**config.mk**
```make
export PLATFORM = sky130hd
export DESIGN_NAME = fb_write_ctrl
export DESIGN_NICKNAME = d
export VERILOG_FILES = /design/src/rtl/fb_pkg.sv /design/src/rtl/fb_write_ctrl_sync_edge.sv /design/src/rtl/fb_write_ctrl.sv
export SDC_FILE = /design/constraint.sdc
export NUM_CORES = 1
export LEC_CHECK = 0
export CORE_MARGIN = 2
export CORE_UTILIZATION = 55
export CTS_BUF_LIST = sky130_fd_sc_hd__clkbuf_8 sky130_fd_sc_hd__clkbuf_16
export CTS_CLUSTER_DIAMETER = 30
export DETAILED_ROUTE_END_ITERATION = 7
export PLACE_DENSITY_LB_ADDON = 0.15
export SETUP_SLACK_MARGIN = 0.02
export SYNTH_ARGS = -nofsm -noshare
export SYNTH_HDL_FRONTEND = slang
export SYNTH_SLANG_ARGS = --single-unit
```
**constraint.sdc**
```tcl
create_clock -name clk -period 3 [get_ports clk]
set_input_delay 0.6 -clock clk [delete_from_list [all_inputs] [get_ports clk]]
set_output_delay 0.6 -clock clk [all_outputs]
set_load 0.05 [all_outputs]
```
**src/rtl/fb_pkg.sv**
```systemverilog
// -----------------------------------------------------------------------------
// fb_pkg
// Shared definitions for the SPI-to-framebuffer write bridge:
//   - fb_state_e         : write FSM state encoding (IDLE/SETUP/STROBE/SWAP)
//   - FB_ADDR_W_DEF      : default framebuffer address width
//   - FB_FRAME_BYTES_DEF : default bytes per frame
//   - FB_SYNC_STAGES_DEF : default synchroniser depth
// -----------------------------------------------------------------------------
package fb_pkg;

    typedef enum logic [1:0] {
        ST_IDLE   = 2'd0,
        ST_SETUP  = 2'd1,
        ST_STROBE = 2'd2,
        ST_SWAP   = 2'd3
    } fb_state_e;

    localparam int FB_ADDR_W_DEF      = 32;
    localparam int FB_FRAME_BYTES_DEF = 8000;
    localparam int FB_SYNC_STAGES_DEF = 2;

endpackage

```
**src/rtl/fb_write_ctrl_sync_edge.sv**
```systemverilog
// -----------------------------------------------------------------------------
// sync_edge
// Brings an asynchronous level into the clk domain through a STAGES-deep flop
// chain and produces a one-cycle pulse on its rising edge. Clocked on the
// falling edge of clk, like the rest of the bridge.
//
// Ports:
//   clk      in   system clock (falling edge active)
//   rst_n    in   asynchronous active-low reset
//   i_async  in   asynchronous input level
//   o_level  out  synchronised level
//   o_rise   out  one-cycle pulse on a rising edge of o_level
//
// STAGES must be at least 2.
// -----------------------------------------------------------------------------
module sync_edge #(
    parameter int STAGES = 2
) (
    input  logic clk,
    input  logic rst_n,
    input  logic i_async,
    output logic o_level,
    output logic o_rise
);

    logic [STAGES-1:0] r_sync;
    logic              r_prev;

    always_ff @(negedge clk or negedge rst_n) begin
        if (!rst_n) begin
            r_sync <= '0;
            r_prev <= 1'b0;
        end else begin
            r_sync <= {r_sync[STAGES-2:0], i_async};
            r_prev <= r_sync[STAGES-1];
        end
    end

    assign o_level = r_sync[STAGES-1];
    assign o_rise  = r_sync[STAGES-1] & ~r_prev;

endmodule

```
**src/rtl/fb_write_ctrl.sv**
```systemverilog
// -----------------------------------------------------------------------------
// fb_write_ctrl
// Bridge from spi_slave (rxbuf/dr) to the framebuffer write port. Synchronises
// the byte-ready strobe, buffers one byte, generates the framebuffer write
// clock and address, and requests a buffer swap at the end of every frame.
//
// Build option: define FBW_SWAP_ACK_EN to hold fb_switch high until the LCD
// side acknowledges on swap_ack. Without it fb_switch is a one-cycle pulse and
// swap_ack is ignored.
//
// Ports:
//   clk        in   system clock; all logic runs on its falling edge
//   rst_n      in   asynchronous active-low reset
//   rx_dr      in   async byte-ready from spi_slave
//   rx_byte    in   received byte, stable while rx_dr is high
//   sof        in   async start-of-frame level (edge detected)
//   swap_ack   in   async swap acknowledge (FBW_SWAP_ACK_EN only)
//   ovr_clr    in   synchronous pulse clearing overrun
//   fb_wclk    out  framebuffer write clock, write on its rising edge
//   fb_waddr   out  write address, wraps after FRAME_BYTES-1
//   fb_wdata   out  write data
//   fb_switch  out  buffer swap request
//   busy       out  FSM not in IDLE
//   overrun    out  sticky: a byte was dropped
//   frame_cnt  out  completed frames, modulo 256
// -----------------------------------------------------------------------------
module fb_write_ctrl
    import fb_pkg::*;
#(
    parameter int ADDR_W      = FB_ADDR_W_DEF,
    parameter int FRAME_BYTES = FB_FRAME_BYTES_DEF,
    parameter int SYNC_STAGES = FB_SYNC_STAGES_DEF
) (
    input  logic              clk,
    input  logic              rst_n,
    input  logic              rx_dr,
    input  logic [7:0]        rx_byte,
    input  logic              sof,
    input  logic              swap_ack,
    input  logic              ovr_clr,
    output logic              fb_wclk,
    output logic [ADDR_W-1:0] fb_waddr,
    output logic [7:0]        fb_wdata,
    output logic              fb_switch,
    output logic              busy,
    output logic              overrun,
    output logic [7:0]        frame_cnt
);

    localparam logic [ADDR_W-1:0] LP_LAST_ADDR = ADDR_W'(FRAME_BYTES - 1);

    fb_state_e         r_state,     w_state_nxt;
    logic [ADDR_W-1:0] r_fb_waddr,  w_waddr_nxt;
    logic [7:0]        r_fb_wdata,  w_wdata_nxt;
    logic [7:0]        r_frame_cnt, w_frame_nxt;
    logic              r_fb_wclk,   w_wclk_nxt;
    logic              r_fb_switch, w_switch_nxt;
    logic              r_sof_lat,   w_sof_lat_nxt;
    logic [7:0]        r_hold;
    logic              r_pending;
    logic              r_overrun;
    logic              w_take;
    logic              w_rx_ev, w_rx_lvl;
    logic              w_sof_ev, w_sof_lvl;
    logic              w_byte_drop, w_byte_acc;
    logic              w_unused_ok;

    sync_edge #(.STAGES(SYNC_STAGES)) u_sync_rx (
        .clk     (clk),
        .rst_n   (rst_n),
        .i_async (rx_dr),
        .o_level (w_rx_lvl),
        .o_rise  (w_rx_ev)
    );

    sync_edge #(.STAGES(SYNC_STAGES)) u_sync_sof (
        .clk     (clk),
        .rst_n   (rst_n),
        .i_async (sof),
        .o_level (w_sof_lvl),
        .o_rise  (w_sof_ev)
    );

`ifdef FBW_SWAP_ACK_EN
    logic w_ack_lvl, w_ack_rise;

    sync_edge #(.STAGES(SYNC_STAGES)) u_sync_ack (
        .clk     (clk),
        .rst_n   (rst_n),
        .i_async (swap_ack),
        .o_level (w_ack_lvl),
        .o_rise  (w_ack_rise)
    );

    // Synchroniser outputs the datapath has no use for.
    assign w_unused_ok = &{1'b0, w_rx_lvl, w_sof_lvl, w_ack_rise};
`else
    assign w_unused_ok = &{1'b0, w_rx_lvl, w_sof_lvl, swap_ack};
`endif

    // A byte is lost if the hold register is still full or a swap is under way.
    assign w_byte_drop = w_rx_ev & (r_pending | (r_state == ST_SWAP));
    assign w_byte_acc  = w_rx_ev & ~w_byte_drop;

    // NOTE: every variable gets its default before the case so that no path
    // leaves one unassigned, which would otherwise infer a latch.
    always_comb begin
        w_state_nxt   = r_state;
        w_wclk_nxt    = r_fb_wclk;
        w_waddr_nxt   = r_fb_waddr;
        w_wdata_nxt   = r_fb_wdata;
        w_switch_nxt  = r_fb_switch;
        w_frame_nxt   = r_frame_cnt;
        w_sof_lat_nxt = r_sof_lat;
        w_take        = 1'b0;

        unique case (r_state)
            ST_IDLE: begin
                if (w_sof_ev) begin
                    w_waddr_nxt = '0;
                end
                if (r_pending) begin
                    w_wdata_nxt = r_hold;
                    w_wclk_nxt  = 1'b0;
                    w_take      = 1'b1;
                    w_state_nxt = ST_SETUP;
                end
            end
            ST_SETUP: begin
                // A frame restart here must not disturb the address being
                // written; remember it for STROBE exit.
                if (w_sof_ev) begin
                    w_sof_lat_nxt = 1'b1;
                end
                w_wclk_nxt  = 1'b1;
                w_state_nxt = ST_STROBE;
            end
            ST_STROBE: begin
                w_sof_lat_nxt = 1'b0;
                // Wrap takes precedence over a pending restart: both leave the
                // address at 0, but only the wrap completes a frame.
                if (r_fb_waddr == LP_LAST_ADDR) begin
                    w_waddr_nxt  = '0;
                    w_frame_nxt  = r_frame_cnt + 8'd1;
                    w_switch_nxt = 1'b1;
                    w_state_nxt  = ST_SWAP;
                end else begin
                    if (w_sof_ev || r_sof_lat) begin
                        w_waddr_nxt = '0;
                    end else begin
                        w_waddr_nxt = r_fb_waddr + ADDR_W'(1);
                    end
                    w_state_nxt = ST_IDLE;
                end
            end
            ST_SWAP: begin
`ifdef FBW_SWAP_ACK_EN
                if (w_ack_lvl) begin
                    w_switch_nxt = 1'b0;
                    w_state_nxt  = ST_IDLE;
                end
`else
                w_switch_nxt = 1'b0;
                w_state_nxt  = ST_IDLE;
`endif
            end
            default: begin
                w_state_nxt = ST_IDLE;
            end
        endcase
    end

    // Falling-edge clocking matches the surrounding top level, which presents
    // the framebuffer write port on the opposite edge to its consumers.
    // NOTE: sequential state uses non-blocking assignments so every flop
    // samples the values from before the edge, independent of statement order.
    always_ff @(negedge clk or negedge rst_n) begin
        if (!rst_n) begin
            r_state     <= ST_IDLE;
            r_fb_wclk   <= 1'b1;
            r_fb_waddr  <= '0;
            r_fb_wdata  <= '0;
            r_fb_switch <= 1'b0;
            r_frame_cnt <= '0;
            r_sof_lat   <= 1'b0;
        end else begin
            r_state     <= w_state_nxt;
            r_fb_wclk   <= w_wclk_nxt;
            r_fb_waddr  <= w_waddr_nxt;
            r_fb_wdata  <= w_wdata_nxt;
            r_fb_switch <= w_switch_nxt;
            r_frame_cnt <= w_frame_nxt;
            r_sof_lat   <= w_sof_lat_nxt;
        end
    end

    // One-entry byte buffer and overrun flag. rx_byte is sampled directly in
    // the synced event cycle; spi_slave holds it long after rx_dr rises.
    always_ff @(negedge clk or negedge rst_n) begin
        if (!rst_n) begin
            r_hold    <= '0;
            r_pending <= 1'b0;
            r_overrun <= 1'b0;
        end else begin
            if (w_byte_acc) begin
                r_hold    <= rx_byte;
                r_pending <= 1'b1;
            end else if (w_take) begin
                r_pending <= 1'b0;
            end
            // A drop in the same cycle as ovr_clr leaves the flag set.
            if (w_byte_drop) begin
                r_overrun <= 1'b1;
            end else if (ovr_clr) begin
                r_overrun <= 1'b0;
            end
        end
    end

    assign fb_wclk   = r_fb_wclk;
    assign fb_waddr  = r_fb_waddr;
    assign fb_wdata  = r_fb_wdata;
    assign fb_switch = r_fb_switch;
    assign busy      = (r_state != ST_IDLE);
    assign overrun   = r_overrun;
    assign frame_cnt = r_frame_cnt;

endmodule
```
==> metrics.cfg <==
[outcome]
outcome=finished, violations left
violations=negative setup slack

[clock_tree]
cts_buffers=9
cts.path.max_buffers=2
hold_buffers=0
cts_tree=yes
cts_sinks=69
clock_latency_ns=0.39
cts_root_buf=clkbuf_8
clkTransAtPathRegs_ns=0.05
htreeDepth=3

[power_and_ir_drop]
irDropWorstVdd_v=0.0008714
switchingPower_mw=1.263
p_leak_nw=2.428
seq_power_share=0.372
swShare=0.3755
combPwrFrac=0.401
power_density_nw_per_um2=630.5
clkPwrFrac=0.227
p_int_mw=2.100

[worst_setup_path]
slowest_stage=dfrtn_1
cp_slowest_stage_delay_ns=0.35
crit_type=reg -> out
cp.arrival_ns=2.61
end_kind=output port
critPathBufInv=1
cp-start-kind=register
path_cells=or2_4 -> buf_12
cp_max_fo=2
crit_family=flip-flops
required_ns=2.40

[layout]
stdcell_count=548
final_layout_size_suffix_gt1_frac=0.3552
antenna_cells=0
area_growth_pct=55.81
nets=484
layout_common_cells=buf_4, dfrtn_1, buf_12
final_common_cell=buf_4

[floorplanning]
die-width_um=82.90
dieArea_um2=6872
die_height_um=82.90
rows=28
io_pins=66
core_area_um2=5956
start_util=0.5748

[sta]
relSlewSlack=0.4058
finalSetupViolCount=52
fin_tns_setup_ns=-3.290
fin_skew_ns=0.05588
tightestPinTransition_ns=0.8913
hold_viol_final=0
rsz0062_at_grt=true
setup_ws_ns=-0.2120
drv_slew=0

[routing]
vias_per_cell=6.290
wl_um=10860
vias=3447
dr.pass1.iters=5
drt_iter0_drc=505
postRouteAntennaNets=0
drc=0
wire_per_inst_um=19.82

[synth]
syn_nets=352
synth.distinct_cells=60
synth_compound_area_frac=0.1034
synthMuxAreaShare=0.06177
synthFlopType=dfrtn_1
synthAdderAreaFrac=0.007310
yosys_warnings=0
async_flop_share=1.000
synth-seq-cells=69
synth_cells=336
syn_area_per_cell_um2=10.19
syn_area_um2=3423
synthSimpleGateAreaFrac=0.2511
synthXorXnorAreaFrac=0.02814
synth_edf_count=0
synth_top_family_by_area=simple AND/OR/NAND/NOR gates
synth_seq_area_share=0.5048

[placement]
dpl.hpwl_um=6131
dp_cells=481
portBuffers=64
gp_congestion=0.9176

[global_routing]
antenna_found_initial=0
grt_max_degree=41
grt_pass1_vias=3252
overflow=0
grt_usage=0.2947
grt_pass1_wl_um=16300

[job]
maxCapViolations=0

[min_path]
hold_class=reg -> reg

==> worst reg2reg max path, cell delays in order (launching register included) <==
cell     delay, ns
dfrtn_1       0.46
buf_4         0.13
buf_4         0.13
ha_1          0.22
and2_1        0.26
nand3_1       0.27
nor3_1        0.54
nor2_1        0.27
a31o_2        0.33
==> path summary, 6_finish.rpt <==
path	startpoint	end	slack, ns	cells past startpoint
worst max-delay path	r_state[1]	busy	-0.21	2
worst min-delay path	u_sync_rx.r_sync[0]	u_sync_rx.r_sync[1]	0.30	0
worst max register to register	fb_waddr[0]	fb_waddr[26]	0.22	8
worst min register to register	u_sync_rx.r_sync[0]	u_sync_rx.r_sync[1]	0.30	0
max in group asynchronous	rst_n	fb_wclk	1.06	2
min in group asynchronous	rst_n	fb_waddr[11]	1.63	2
==> through the flow <==
stage / util / area [um^2] / total power, mW / setup WS [ns] / hold slack [ns]
floorplan: - / 3423 / 1.910 / 0.08449 / 0.2917
global placement: 0.7985 / 4756 / 2.435 / 0.07748 / 0.2939
detailed placement: 0.7985 / 4756 / 2.495 / 0.04321 / 0.2990
CTS: 0.8679 / 5169 / 3.282 / -0.1945 / 0.2954
global route: 0.8956 / 5334 / 3.472 / -0.2436 / 0.2986
finish: 0.8956 / 5334 / 3.363 / -0.2120 / 0.2960
==> metal layers <==
metal  up-vias  GRT usage  wire [um]
met5         -          0          0
met4         0     0.1162        416
met3        48    0.05169        698
met2       211     0.5059       5763
met1      1690     0.3705       3982
li1       1498          -          -
==> state kept, by name, indices dropped and copies added (netlist names), 2 cells and up <==
| register | cells |
|---|---|
| fb_waddr | 32 |
| fb_wdata | 8 |
| frame_cnt | 8 |
| r_hold | 8 |
| r_state | 2 |
| u_sync_rx.r_sync | 2 |
| u_sync_sof.r_sync | 2 |
==> timing repair <==
item	CTS	global route
setup endpoints to repair	52	52
pin swaps	1	1
setup buffers	29	22
resized for setup	1	0
==> Yosys cell counts, types with 3 or more instances <==
cell type,count,area (um^2)
inv_1,10,37.54
o21ai_0,12,60.06
and3_1,6,37.54
nor2_1,18,67.56
or4_1,3,22.52
nor4_1,8,50.05
a21oi_1,6,30.03
xnor2_1,10,87.58
and4_1,3,26.28
nand3_1,19,95.09
or3_1,10,62.56
clkbuf_1,7,26.28
nor3_1,9,45.04
nand2_1,46,172.7
a22o_1,3,26.28
dfrtn_1,68,1702
buf_4,4,30.03
nand4_1,15,93.84
o22ai_1,3,18.77
mux2_2,16,180.2
a31oi_1,5,31.28
and2_1,6,37.54
==> power groups by stage <==
stage	combinational [mW]	sequential [mW]	clock (mW)
4_1_cts	1.30	1.24	0.749
3_3_place_gp	1.19	1.24	0.00417
5_1_grt	1.40	1.26	0.806
6_report	1.35	1.25	0.763
3_5_place_dp	1.23	1.26	0.00417
2_1_floorplan	0.444	1.46	0.00417
==> cells by family after synthesis <==
logic type	after synthesis
flops	69
fa+ha+maj	2
mux	19
buf+inv	26
simple gates	158
compound gates	51
xor+xnor	11
==> cell type report <==
type / count / area (um^2)
clock buffers: 9 / 123.9
clock inverters: 8 / 72.57
fillers: 255 / 621.8
inverters: 9 / 33.78
multi-input cells: 241 / 1553
flip-flops and latches: 69 / 1728
well taps: 75 / 93.84
repair buffers: 137 / 1729
No activity file was read; power rests on OpenSTA's default activity.
